File: src/rtl/mfu_seq_ctrl_if.sv
// Bundle of job, operand, mfu and result signals between the mfu job
// sequencer (slave) and the scheduler/mfu side of the datapath (master).
interface mfu_seq_ctrl_if #(
  parameter int LEN_W = 16
) ();
  logic             cmd_valid;
  logic             cmd_ready;
  logic [1:0]       cmd_mode;
  logic             cmd_sx;
  logic             cmd_sy;
  logic [LEN_W-1:0] cmd_len;
  logic             op_valid;
  logic             op_ready;
  logic [7:0]       op_x;
  logic [7:0]       op_y;
  logic [7:0]       mfu_x;
  logic [7:0]       mfu_y;
  logic             mfu_sx;
  logic             mfu_sy;
  logic [1:0]       mfu_mode;
  logic             mfu_en;
  logic [127:0]     mfu_sum;
  logic             res_valid;
  logic             res_ready;
  logic [127:0]     res_sum;
  logic [1:0]       res_mode;
  logic             busy;
  logic             err;

  modport slave (
    input  cmd_valid, cmd_mode, cmd_sx, cmd_sy, cmd_len,
    input  op_valid, op_x, op_y, mfu_sum, res_ready,
    output cmd_ready, op_ready, mfu_x, mfu_y, mfu_sx, mfu_sy, mfu_mode, mfu_en,
    output res_valid, res_sum, res_mode, busy, err
  );

  modport master (
    output cmd_valid, cmd_mode, cmd_sx, cmd_sy, cmd_len,
    output op_valid, op_x, op_y, mfu_sum, res_ready,
    input  cmd_ready, op_ready, mfu_x, mfu_y, mfu_sx, mfu_sy, mfu_mode, mfu_en,
    input  res_valid, res_sum, res_mode, busy, err
  );
endinterface

File: src/rtl/mfu_seq_ctrl.sv
// Job sequencer for one mfu MAC: clears the accumulator, streams the job's
// operand beats into the mfu and returns the captured sum on a handshake.
//
// state  | meaning
// IDLE   | waiting for a job descriptor; illegal mode is rejected with err
// CLR    | mfu_mode forced to 11 so the mfu sum clears
// SETTLE | job mode applied to the mfu (mode change clears the sum again)
// STREAM | operand pairs passed through, one mfu_en per accepted beat
// WAIT   | last beat has landed in mfu_sum; capture it
// DONE   | result held on res_* until res_ready
module mfu_seq_ctrl #(
  parameter int LEN_W = 16
) (
  input  logic           clk,
  input  logic           rst,
  mfu_seq_ctrl_if.slave  bus
);

  localparam logic [2:0] S_IDLE   = 3'd0;
  localparam logic [2:0] S_CLR    = 3'd1;
  localparam logic [2:0] S_SETTLE = 3'd2;
  localparam logic [2:0] S_STREAM = 3'd3;
  localparam logic [2:0] S_WAIT   = 3'd4;
  localparam logic [2:0] S_DONE   = 3'd5;

  logic [2:0]       state;
  logic [1:0]       job_mode;
  logic [LEN_W-1:0] len_q;
  logic [LEN_W-1:0] cnt;
  logic [LEN_W-1:0] cnt_inc;
  logic [1:0]       mfu_mode_q;
  logic             mfu_sx_q;
  logic             mfu_sy_q;
  logic [127:0]     res_sum_q;
  logic [1:0]       res_mode_q;
  logic             err_q;
  logic             streaming;
  logic             beat;

  assign streaming = (state == S_STREAM);
  assign beat      = streaming & bus.op_valid;
  assign cnt_inc   = cnt + LEN_W'(1);

  // Sequencer state, job latches, mfu control registers and result capture.
  always_ff @(posedge clk or posedge rst) begin
    if (rst) begin
      state      <= S_IDLE;
      job_mode   <= 2'b00;
      len_q      <= '0;
      cnt        <= '0;
      mfu_mode_q <= 2'b11;
      mfu_sx_q   <= 1'b0;
      mfu_sy_q   <= 1'b0;
      res_sum_q  <= '0;
      res_mode_q <= 2'b00;
      err_q      <= 1'b0;
    end else begin
      err_q <= 1'b0;
      case (state)
        S_IDLE: begin
          if (bus.cmd_valid) begin
            if (bus.cmd_mode == 2'b11) begin
              err_q <= 1'b1;
            end else begin
              job_mode   <= bus.cmd_mode;
              len_q      <= bus.cmd_len;
              mfu_sx_q   <= bus.cmd_sx;
              mfu_sy_q   <= bus.cmd_sy;
              cnt        <= '0;
              mfu_mode_q <= 2'b11;
              state      <= S_CLR;
            end
          end
        end
        S_CLR: begin
          mfu_mode_q <= job_mode;
          state      <= S_SETTLE;
        end
        S_SETTLE: begin
          state <= (len_q == '0) ? S_WAIT : S_STREAM;
        end
        S_STREAM: begin
          if (beat) begin
            cnt <= cnt_inc;
            if (cnt_inc == len_q) state <= S_WAIT;
          end
        end
        S_WAIT: begin
          res_sum_q  <= bus.mfu_sum;
          res_mode_q <= job_mode;
          state      <= S_DONE;
        end
        S_DONE: begin
          if (bus.res_ready) state <= S_IDLE;
        end
        default: state <= S_IDLE;
      endcase
    end
  end

  assign bus.cmd_ready = (state == S_IDLE);
  assign bus.op_ready  = streaming;
  assign bus.mfu_en    = beat;
  assign bus.mfu_x     = streaming ? bus.op_x : 8'h00;
  assign bus.mfu_y     = streaming ? bus.op_y : 8'h00;
  assign bus.mfu_mode  = mfu_mode_q;
  assign bus.mfu_sx    = mfu_sx_q;
  assign bus.mfu_sy    = mfu_sy_q;
  assign bus.res_valid = (state == S_DONE);
  assign bus.res_sum   = res_sum_q;
  assign bus.res_mode  = res_mode_q;
  assign bus.busy      = (state != S_IDLE);
  assign bus.err       = err_q;

endmodule

File: src/flat_wrapper.sv
// flat-port wrapper written by rule: the top's interface ports become plain ports
module mfu_seq_ctrl_flat 
#(
  parameter int LEN_W = 16
)
  (clk, rst, bus_cmd_valid, bus_cmd_mode, bus_cmd_sx, bus_cmd_sy, bus_cmd_len, bus_op_valid, bus_op_x, bus_op_y, bus_mfu_sum, bus_res_ready, bus_cmd_ready, bus_op_ready, bus_mfu_x, bus_mfu_y, bus_mfu_sx, bus_mfu_sy, bus_mfu_mode, bus_mfu_en, bus_res_valid, bus_res_sum, bus_res_mode, bus_busy, bus_err);
  mfu_seq_ctrl_if #(.LEN_W(LEN_W)) bus_i ();
  input  logic clk;
  input  logic rst;
  input wire logic [$bits(bus_i.cmd_valid)-1:0] bus_cmd_valid;
  input wire logic [$bits(bus_i.cmd_mode)-1:0] bus_cmd_mode;
  input wire logic [$bits(bus_i.cmd_sx)-1:0] bus_cmd_sx;
  input wire logic [$bits(bus_i.cmd_sy)-1:0] bus_cmd_sy;
  input wire logic [$bits(bus_i.cmd_len)-1:0] bus_cmd_len;
  input wire logic [$bits(bus_i.op_valid)-1:0] bus_op_valid;
  input wire logic [$bits(bus_i.op_x)-1:0] bus_op_x;
  input wire logic [$bits(bus_i.op_y)-1:0] bus_op_y;
  input wire logic [$bits(bus_i.mfu_sum)-1:0] bus_mfu_sum;
  input wire logic [$bits(bus_i.res_ready)-1:0] bus_res_ready;
  output wire logic [$bits(bus_i.cmd_ready)-1:0] bus_cmd_ready;
  output wire logic [$bits(bus_i.op_ready)-1:0] bus_op_ready;
  output wire logic [$bits(bus_i.mfu_x)-1:0] bus_mfu_x;
  output wire logic [$bits(bus_i.mfu_y)-1:0] bus_mfu_y;
  output wire logic [$bits(bus_i.mfu_sx)-1:0] bus_mfu_sx;
  output wire logic [$bits(bus_i.mfu_sy)-1:0] bus_mfu_sy;
  output wire logic [$bits(bus_i.mfu_mode)-1:0] bus_mfu_mode;
  output wire logic [$bits(bus_i.mfu_en)-1:0] bus_mfu_en;
  output wire logic [$bits(bus_i.res_valid)-1:0] bus_res_valid;
  output wire logic [$bits(bus_i.res_sum)-1:0] bus_res_sum;
  output wire logic [$bits(bus_i.res_mode)-1:0] bus_res_mode;
  output wire logic [$bits(bus_i.busy)-1:0] bus_busy;
  output wire logic [$bits(bus_i.err)-1:0] bus_err;
  assign bus_i.cmd_valid = bus_cmd_valid;
  assign bus_i.cmd_mode = bus_cmd_mode;
  assign bus_i.cmd_sx = bus_cmd_sx;
  assign bus_i.cmd_sy = bus_cmd_sy;
  assign bus_i.cmd_len = bus_cmd_len;
  assign bus_i.op_valid = bus_op_valid;
  assign bus_i.op_x = bus_op_x;
  assign bus_i.op_y = bus_op_y;
  assign bus_i.mfu_sum = bus_mfu_sum;
  assign bus_i.res_ready = bus_res_ready;
  assign bus_cmd_ready = bus_i.cmd_ready;
  assign bus_op_ready = bus_i.op_ready;
  assign bus_mfu_x = bus_i.mfu_x;
  assign bus_mfu_y = bus_i.mfu_y;
  assign bus_mfu_sx = bus_i.mfu_sx;
  assign bus_mfu_sy = bus_i.mfu_sy;
  assign bus_mfu_mode = bus_i.mfu_mode;
  assign bus_mfu_en = bus_i.mfu_en;
  assign bus_res_valid = bus_i.res_valid;
  assign bus_res_sum = bus_i.res_sum;
  assign bus_res_mode = bus_i.res_mode;
  assign bus_busy = bus_i.busy;
  assign bus_err = bus_i.err;
  mfu_seq_ctrl #(.LEN_W(LEN_W)) u_core (.clk(clk), .rst(rst), .bus(bus_i));
endmodule
File: config.mk
export PLATFORM = sky130hd
export DESIGN_NAME = mfu_seq_ctrl_flat
export DESIGN_NICKNAME = d
export VERILOG_FILES = /design/src/rtl/mfu_seq_ctrl_if.sv /design/src/rtl/mfu_seq_ctrl.sv /design/src/flat_wrapper.sv
export SDC_FILE = /design/constraint.sdc
export NUM_CORES = 1
export LEC_CHECK = 0
export CORE_MARGIN = 2
export CORE_UTILIZATION = 45
export CTS_BUF_LIST = sky130_fd_sc_hd__clkbuf_4 sky130_fd_sc_hd__clkbuf_8
export CTS_CLUSTER_SIZE = 14
export DETAILED_ROUTE_END_ITERATION = 6
export DONT_BUFFER_PORTS = 1
export GPL_TIMING_DRIVEN = 1
export RECOVER_POWER = 100
export SLEW_MARGIN = 20
export SYNTH_ARGS = -nofsm -noshare
export SYNTH_HDL_FRONTEND = slang
export SYNTH_SLANG_ARGS = --single-unit
File: constraint.sdc
create_clock -name clk -period 11.46 [get_ports clk]
set_input_delay 0.573 -clock clk [delete_from_list [all_inputs] [get_ports clk]]
set_output_delay 0.573 -clock clk [all_outputs]
set_load 0.01 [all_outputs]
==> results_dict.tcl, run 1 <==
set metrics [dict create \
    status "complete, but fails checks" \
    violations "max-capacitance violations, max-slew violations" \
    routedWlPerCell_um 21.9 \
    multiInputGateArea_um2 2820 \
    syn_area_per_cell_um2 12.7 \
    layout_common_cells "dfrtp_1, mux2_2, nand2_1, o21ai_0" \
    clk_latency_ns 0.49 \
    vias 4524 \
    clk_pin_slew_ns 0.10 \
    die_w_um 132 \
    worstHoldPathType "primary input to flop" \
    gp_congestion 0.869 \
    fin_crit_sh_pct 51.5 \
    critPathSlowestCell "clkbuf_1" \
    cp-end-kind "asynchronous set/reset pin" \
    netlist_area_um2 7340 \
    worstPathArrival_ns 5.71 \
    max_stage_delay_ns 2.57 \
    clock_sinks 172 \
    slew_headroom_pct -198 \
    track_usage_pct 20.6 \
    antenna_found_initial 4 \
    drt_first_pass_iters 5 \
    drv_cap 4 \
    cts_tree "yes" \
    overflow 0 \
    r2r-end "u_core.bus.res_sum[127]" \
    cts_made_buffers 17 \
    p_total_uw 2160 \
    path_depth 2 \
    grt_pass1_wl_um 27200 \
    powerDensity_nw_per_um2 275 \
    final_util_pct 49.5 \
    final_common_cell "dfrtp_1" \
    worstReg2RegStart "u_core.state[0]" \
    vdd_drop_max_mv 0.135 \
    first_iter_violations 295 \
    layout-drive-gt1-share_pct 29.7 \
    ff2ff_setup_slack_ns 5.98 \
    drc_errors 0 \
    num-fill-cells 1475 \
    post_cts_buffers 0 \
    finalHoldViolCount 0 \
    crit_path_cell_trace "clkinvlp_2, clkbuf_1" \
    p_switching_uw 827 \
    ys_ff_latch 172 \
    final.min_clock_period_ns 5.90 \
    hold_buffers 0 \
    portBuffers 0 \
    yosysSeqAreaShare_pct 58.7 \
    synth_area_leader_cell "dfrtp_1" \
    clock_skew_ns 0.0174 \
    io_pins 325 \
    clockBufferDepth 2 \
    fin_nets 739 \
    synth_top_flop_cell "dfrtp_1" \
    setup_violations 0 \
    pwr-share-seq_pct 56.4 \
    initial_core_util_pct 46.2 \
    fmax_mhz 170 \
    netlist_top_cells_area "dfrtp_1, mux2_2, nand2_1" \
    tns_ns 0 \
    num_antenna_cells 0 \
    crit_family "buffers and inverters" \
    synth.net_count 749 \
    wl_um 17500 \
    vias_per_cell 5.67 \
    yosys_warnings 0 \
    netlist_instances 579 \
    synth_top_area_share_pct 58.0 \
    core_area_um2 15900 \
    hpwlAfterDp_um 12900 \
    cp_max_fo 106 \
    synth_edf_count 0 \
    final_max_slew_viol_count 295 \
    synth_cell_types 50 \
    p_int_uw 1340 \
    start_kind "primary input" \
    seqCellArea_um2 4310 \
    cp-endpoint "u_core.bus.res_sum[126]" \
    die_area_um2 17300 \
    crit_start "rst" \
    post_cts_resized 0 \
    async_flop_share_pct 100 \
    grt_pass1_vias 4758 \
    p_leak_uw 0.00347 \
    pwr-share-clk_pct 19.9 \
    crit_buf_inv 2 \
    h-tree-depth 4 \
    syn_to_final_growth_pct 7.19 \
    rsz0062_at_grt "no" \
    rows 46 \
    switching_share_pct 38.2 \
    criticalPathCategory "primary input to asynchronous set/reset pin" \
    worst_r2r_path_depth 4 \
    ant_nets 0 \
    power_frac_comb_pct 23.7 \
    grt_max_degree 107 \
    worst_pin_slew_ns 4.45 \
    cts_root_buf "clkbuf_8" \
    cp.required_ns 11.27 \
    die_height_um 132 \
]
flip-flops by register name, indices dropped and copies added (netlist names):
signal and cells:
u_core.bus.res_mode 2, u_core.state 3, u_core.bus.res_sum 128, u_core.job_mode 2, u_core.bus.mfu_sx 1, u_core.bus.mfu_mode 2
u_core.bus.err 1, u_core.cnt 16, u_core.len_q 16, u_core.bus.mfu_sy 1
synth_stat cells, types with 2 or more instances:
master / number
nor3_1: 5
buf_4: 5
nand2_1: 71
or3_1: 2
and3_1: 19
o31ai_1: 4
o21a_1: 2
mux2_2: 132
and3_2: 2
nor3b_1: 2
nand4_1: 6
o21ai_0: 30
a21oi_1: 5
and2_1: 2
clkbuf_1: 12
buf_2: 15
dfrtp_1: 170
nor2_1: 19
inv_1: 9
nor4_1: 6
a31oi_1: 5
xnor2_1: 14
dfstp_2: 2
xor2_1: 7
nand3_1: 8
power groups by stage:
stage | Sequential [µW] | Clock (µW) | Combinational (µW)
after floorplan | 1140 | 0 | 454
after global placement | 1230 | 0 | 492
after detailed placement | 1230 | 0 | 518
after CTS | 1230 | 442 | 515
after global routing | 1250 | 473 | 570
final | 1220 | 431 | 513
area by class of cell:
type | count | share of cell area (%)
Clock buffer | 18 | 3.15
Timing Repair Buffer | 5 | 0.239
Sequential cell | 172 | 54.7
Multi-Input combinational cell | 364 | 35.8
Tap cell | 216 | 3.44
Inverter | 9 | 0.445
Clock inverter | 14 | 2.16
worst register-to-register path: cells and delay by family (launching register included):
kind	cells	cell delay, ns
simple gates	1	0.32
buf+inv	2	3.80
mux	1	0.68
flops	1	0.61
worst min-delay path by stage:
stage,startpoint,end,slack (ns),cells past startpoint
6_report,bus_cmd_sx,u_core.bus.mfu_sx,0.19,2
5_1_grt,bus_cmd_sx,u_core.bus.mfu_sx,0.17,2
4_1_cts,rst,u_core.bus.res_sum[58],0.16,1
3_5_place_dp,u_core.job_mode[0],u_core.bus.mfu_mode[0],0.50,2
3_3_place_gp,u_core.job_mode[1],u_core.bus.mfu_mode[1],0.48,2
2_1_floorplan,u_core.job_mode[0],u_core.bus.mfu_mode[0],0.46,2
stage by stage:
| stage | worst slack, ns | cell area [µm²] | hold WS, ns | cells |
|---|---|---|---|---|
| 6_report | 5.56 | 7870 | 0.192 | 798 |
| 5_1_grt | 4.29 | 7870 | 0.165 | 798 |
| 4_1_cts | 7.90 | 7910 | 0.157 | 798 |
| 3_3_place_gp | 8.46 | 7490 | 0.483 | 766 |
| 3_5_place_dp | 8.14 | 7490 | 0.496 | 766 |
| 2_1_floorplan | 6.23 | 7340 | 0.464 | 579 |
cells by family (layout without fill, tap and decap cells):
group | count (synthesis) | after routing | share of synthesized area, %
AOI/OAI and AO/OA | 59 | 59 | 5.37
xor gates and xnor gates | 21 | 21 | 2.51
adders and majority gates | 1 | 1 | 0.170
buffers and inverters | 43 | 46 | 2.83
DFF | 172 | 172 | 58.7
muxes | 132 | 132 | 20.3
and+or+nand+nor | 151 | 151 | 10.2
metal layers:
layer  wire length [µm]  vias to the layer above  GRT usage (%)  share of wire (%)
li1                   -                     2009              -                  -
met1               6430                     2241           22.9                 37
met2               8880                      225           34.4                 51
met3               1600                       41           9.14                9.2
met4                502                        8           8.57                2.9
met5                 57                        -              0               0.33
(Power assumes the default switching activity.)
==> run 2: changes to the inputs <==
==> constraint.sdc (replaced) <==
create_clock -name clk -period 4.9 [get_ports clk]
set_input_delay 0.245 -clock clk [delete_from_list [all_inputs] [get_ports clk]]
set_output_delay 0.245 -clock clk [all_outputs]
set_load 0.01 [all_outputs]
==> run 2 against run 1 <==
Net effect: the flow still finishes with violations (max-capacitance violations, max-slew violations); cell count is 19% higher; clock-buffer cell count is 1 lower; clock skew is 0.0038 ns lower; worst hold slack worse by 0.16 ns; utilization is 9.6 points higher; combinational power grew to 2.6 times the previous value; critical path depth is 1 higher; power is 140% higher; non-clock buffer count is 150 higher; critical endpoint is now u_core.bus.res_sum[67]; highest routed layer is now met4.
==> results_dict.tcl, run 2 (synthesis results as in run 1) <==
set metrics [dict create \
    ff2ff_setup_slack_ns 1.04 \
    powerDensity_nw_per_um2 564 \
    drc_errors 0 \
    post_cts_buffers 0 \
    setup_violations 0 \
    drv_cap 3 \
    layout_common_cells "dfrtp_1, dlygate4sd3_1, mux2_2, nand2_1, o21ai_0" \
    cts_root_buf "clkbuf_8" \
    tns_ns 0 \
    fin_crit_sh_pct 78.8 \
    criticalPathCategory "flop to flop" \
    die_area_um2 17300 \
    cts_made_buffers 17 \
    p_switching_uw 1930 \
    status "complete, but fails checks" \
    ant_nets 0 \
    clk_latency_ns 0.46 \
    start_kind "flop" \
    vias_per_cell 5.39 \
    worstHoldPathType "primary input to flop" \
    overflow 0 \
    finalHoldViolCount 0 \
    multiInputGateArea_um2 2820 \
    vdd_drop_max_mv 0.311 \
    rsz0062_at_grt "no" \
    switching_share_pct 36.4 \
    syn_to_final_growth_pct 28.0 \
    grt_max_degree 131 \
    fin_ws_ns 1.04 \
    clock_skew_ns 0.0137 \
    hpwlAfterDp_um 12800 \
    final_common_cell "dfrtp_1" \
    r2r-end "u_core.bus.res_sum[67]" \
    wl_um 18600 \
    rows 46 \
    clockBufferDepth 2 \
    routedWlPerCell_um 19.7 \
    gp_congestion 0.868 \
    first_iter_violations 314 \
    die_height_um 132 \
    p_leak_uw 0.00412 \
    worst_pin_slew_ns 3.15 \
    hold_depth 3 \
    cp-endpoint "u_core.bus.res_sum[67]" \
    vias 5106 \
    clk_pin_slew_ns 0.09 \
    final_max_slew_viol_count 250 \
    p_int_uw 3370 \
    violations "max-capacitance violations, max-slew violations" \
    antenna_found_initial 0 \
    cp.required_ns 5.23 \
    cp-end-kind "flop" \
    pwr-share-clk_pct 20.9 \
    track_usage_pct 22.1 \
    initial_core_util_pct 46.2 \
    cp_max_fo 130 \
    h-tree-depth 4 \
    grt_pass1_wl_um 30200 \
    num_antenna_cells 0 \
    worst_r2r_path_depth 3 \
    core_area_um2 15900 \
    crit_start "u_core.state[0]" \
    io_pins 325 \
    pwr-share-seq_pct 54.2 \
    die_w_um 132 \
    largest_register_ffs 128 \
    fmax_mhz 259 \
    fin_nets 889 \
    post-place-ws_ns 1.63 \
    drt_first_pass_iters 4 \
    final.min_clock_period_ns 3.86 \
    worstPathArrival_ns 4.19 \
    power_frac_comb_pct 24.8 \
    worstReg2RegStart "u_core.state[0]" \
    portBuffers 0 \
    slew_headroom_pct -110 \
    cts_tree "yes" \
    layout-drive-gt1-share_pct 23.7 \
    grt_pass1_vias 5496 \
    num-fill-cells 1300 \
    seqCellArea_um2 4310 \
    clock_sinks 172 \
]
## run 2: cell count changes in the layout (fill, tap and decap cells not counted), sizes merged
cell         change
bufinv           +4
inv              -2
clkinvlp         +2
dlygate4sd3    +150
clkinv           -4
clkbuf           -1
## run 2: worst max-delay path, stage by stage, from the launching register on
cell and delay [ns]:
dfrtp_1 0.61, nor3b_1 0.28, clkbuf_2 2.15, mux2_2 0.50
## run 2: area by class of cell
class,count,share of cell area (%)
Clock buffer,17,2.49
Tap cell,216,2.88
Multi-Input combinational cell,364,30.0
Inverter,9,0.373
Clock inverter,14,2.20
Timing Repair Buffer,155,16.2
Sequential cell,172,45.8
## run 2: power by group through the flow
stage	clock network [µW]	logic (µW)	registers [µW]
after floorplan	0	1060	2660
after global placement	0	1150	2890
after detailed placement	0	1210	2890
after CTS	1130	1300	2880
after global routing	1200	1460	2950
final	1110	1320	2870
## run 2: how the worst min path moves through the flow
| stage | from | to | slack, ns |
|---|---|---|---|
| 2_1_floorplan | bus_cmd_sx | u_core.bus.mfu_sx | 0.35 |
| 3_3_place_gp | rst | u_core.bus.mfu_sy | 0.25 |
| 3_5_place_dp | rst | u_core.bus.res_sum[69] | 0.25 |
| 4_1_cts | bus_res_ready | u_core.state[2] | 0.003 |
| 5_1_grt | bus_res_ready | u_core.state[2] | 0.03 |
| 6_report | bus_res_ready | u_core.state[2] | 0.03 |
## run 2: metrics by stage
stage               hold WS (ns)  total power, µW  cells  instance area (µm²)  utilization [%]
CTS                      0.00313             5310    947                 9440             59.4
global placement           0.249             4030    766                 7500             47.2
detailed placement         0.249             4100    766                 7500             47.2
global route              0.0278             5610    947                 9390             59.1
finish                    0.0318             5300    947                 9390             59.1
floorplan                  0.350             3720    579                 7340                -
## run 2: repair_timing
item                                   in CTS  in global routing
setup endpoints to repair                   0                  0
hold buffers                              150                  0
endpoints found under the hold margin     177                  0
gates resized for setup                     0                  0
## run 2: per-layer routing
metal  GRT usage, %  vias to the layer above  share of wire (%)
met1           26.2                     2552                 38
met3           6.25                       38                6.5
met2           37.7                      215                 52
met5              0                        -                  0
met4           9.36                        0                3.1
li1               -                     2301                  -
==> run 3: changes to the inputs <==
==> constraint.sdc (replaced) <==
create_clock -name clk -period 4.01 [get_ports clk]
set_input_delay 0.2005 -clock clk [delete_from_list [all_inputs] [get_ports clk]]
set_output_delay 0.2005 -clock clk [all_outputs]
set_load 0.01 [all_outputs]
==> run 3 against run 2 <==
Net effect: the run still ends with max-capacitance violations, max-slew violations left; design area barely moved; worst hold slack gained 0.12 ns; critical endpoint is now u_core.bus.res_sum[53]; utilization about the same; maximum frequency rose by 11%; global-route usage increased by 0.69 points; cell count is 0.63% higher; die area unchanged; sequential power grew 23%; setup slack got worse by 0.50 ns; non-clock buffer count increased by 5.
==> results_dict.tcl, run 3 (synthesis results as in run 1) <==
set metrics [dict create \
    wl_um 19300 \
    post_cts_buffers 0 \
    vias_per_cell 5.45 \
    drc_errors 0 \
    largest_register_ffs 128 \
    antenna_found_initial 0 \
    slew_headroom_pct -60.9 \
    status "complete, but fails checks" \
    gp_congestion 0.923 \
    fin_ws_ns 0.540 \
    h-tree-depth 4 \
    switching_share_pct 38.4 \
    drt_first_pass_iters 4 \
    vdd_drop_max_mv 0.468 \
    core_area_um2 15900 \
    hold_buffers 153 \
    initial_core_util_pct 46.2 \
    ant_nets 0 \
    drv_cap 3 \
    die_w_um 132 \
    portBuffers 0 \
    p_switching_uw 2420 \
    cts_made_buffers 17 \
    clk_pin_slew_ns 0.10 \
    post-place-ws_ns 0.941 \
    overflow 0 \
    fmax_mhz 288 \
    final_common_cell "dfrtp_1" \
    worstHoldPathType "primary input to flop" \
    post_cts_resized 0 \
    power_frac_comb_pct 25.6 \
    layout_common_cells "dfrtp_1, dlygate4sd3_1, mux2_2, nand2_1, o21ai_0" \
    final_max_slew_viol_count 255 \
    setup_violations 0 \
    p_int_uw 3880 \
    p_leak_uw 0.00411 \
    cts_root_buf "clkbuf_8" \
    rows 46 \
    first_iter_violations 292 \
    grt_pass1_wl_um 31000 \
    clk_latency_ns 0.46 \
    grt_max_degree 112 \
    worstPathArrival_ns 3.81 \
    final.min_clock_period_ns 3.47 \
    die_height_um 132 \
    fin_nets 894 \
    routedWlPerCell_um 20.2 \
    worst_pin_slew_ns 2.41 \
    layout-drive-gt1-share_pct 23.6 \
    pwr-share-clk_pct 18.6 \
    cp.required_ns 4.35 \
    finalHoldViolCount 0 \
    cts_tree "yes" \
    powerDensity_nw_per_um2 671 \
    vias 5194 \
    clock_sinks 172 \
    rsz0062_at_grt "no" \
    clock_skew_ns 0.0164 \
    cp-end-kind "flop" \
    violations "max-capacitance violations, max-slew violations" \
    cp_max_fo 111 \
    io_pins 325 \
    tns_ns 0 \
    grt_pass1_vias 5761 \
    clockBufferDepth 2 \
    start_kind "flop" \
    fin_crit_sh_pct 86.5 \
    criticalPathCategory "flop to flop" \
    pwr-share-seq_pct 55.8 \
    track_usage_pct 22.8 \
    die_area_um2 17300 \
    num_antenna_cells 0 \
    hpwlAfterDp_um 13000 \
    syn_to_final_growth_pct 28.0 \
]
-- run 3: changes by cell type in the layout (fill, tap and decap cells not counted), moves of 2 or more --
cell,before,now
mux2_2,131,129
dlygate4sd3_1,150,153
clkinv_4,1,3
mux2_1,1,3
bufinv_16,4,0
inv_8,2,4
clkinv_8,0,3
inv_6,4,1
-- run 3: layer usage --
layer | routed length, µm | vias up | track usage, % | part of all wire, %
met5 | 0 | - | 0 | 0
met4 | 654 | 0 | 10.6 | 3.4
met3 | 1400 | 42 | 7.95 | 7.3
met2 | 10200 | 245 | 39.6 | 53
met1 | 7010 | 2593 | 25.0 | 36
li1 | - | 2314 | - | -
-- run 3: cell type report --
| cell class | count | area (µm²) |
|---|---|---|
| fill | 1290 | 6490 |
| sequential | 172 | 4310 |
| multi-input combinational | 364 | 2830 |
| clock buffer | 18 | 241 |
| timing repair buffer | 160 | 1560 |
| tap | 216 | 270 |
| inverter | 9 | 35.0 |
| clock inverter | 14 | 151 |
-- run 3: final timing paths --
path,from,to,slack (ns),depth (start not counted)
setup / recovery,u_core.state[0],u_core.bus.res_sum[53],0.54,3
hold / removal,bus_cmd_mode[1],u_core.state[0],0.15,3
setup reg to reg,u_core.state[0],u_core.bus.res_sum[53],0.54,3
hold reg to reg,u_core.len_q[7],u_core.len_q[7],0.53,2
max in group asynchronous,rst,u_core.bus.res_sum[15],1.68,3
min in group asynchronous,rst,u_core.bus.res_sum[63],0.20,2
-- run 3: worst max-delay path: stages (launching register included) --
cell	delay [ns]
dfrtp_1	0.63
nor3b_1	0.37
buf_2	1.70
mux2_2	0.48
-- run 3: power by group through the flow --
stage	clock network [µW]	registers [µW]	logic (µW)
2_1_floorplan	0	3250	1300
3_3_place_gp	0	3520	1420
3_5_place_dp	0	3530	1490
4_1_cts	1200	3510	1600
5_1_grt	1280	3610	1780
6_report	1170	3520	1610
-- run 3: through the flow --
stage / hold slack (ns) / power (µW) / util, % / instance area, µm² / cells
after global placement: 0.0330 / 4940 / 47.4 / 7530 / 768
after global routing: 0.129 / 6670 / 59.1 / 9390 / 953
after floorplan: 0.306 / 4550 / - / 7340 / 579
final: 0.152 / 6300 / 59.1 / 9390 / 953
after CTS: 0.103 / 6320 / 59.5 / 9450 / 953
after detailed placement: 0.0338 / 5020 / 47.4 / 7530 / 768
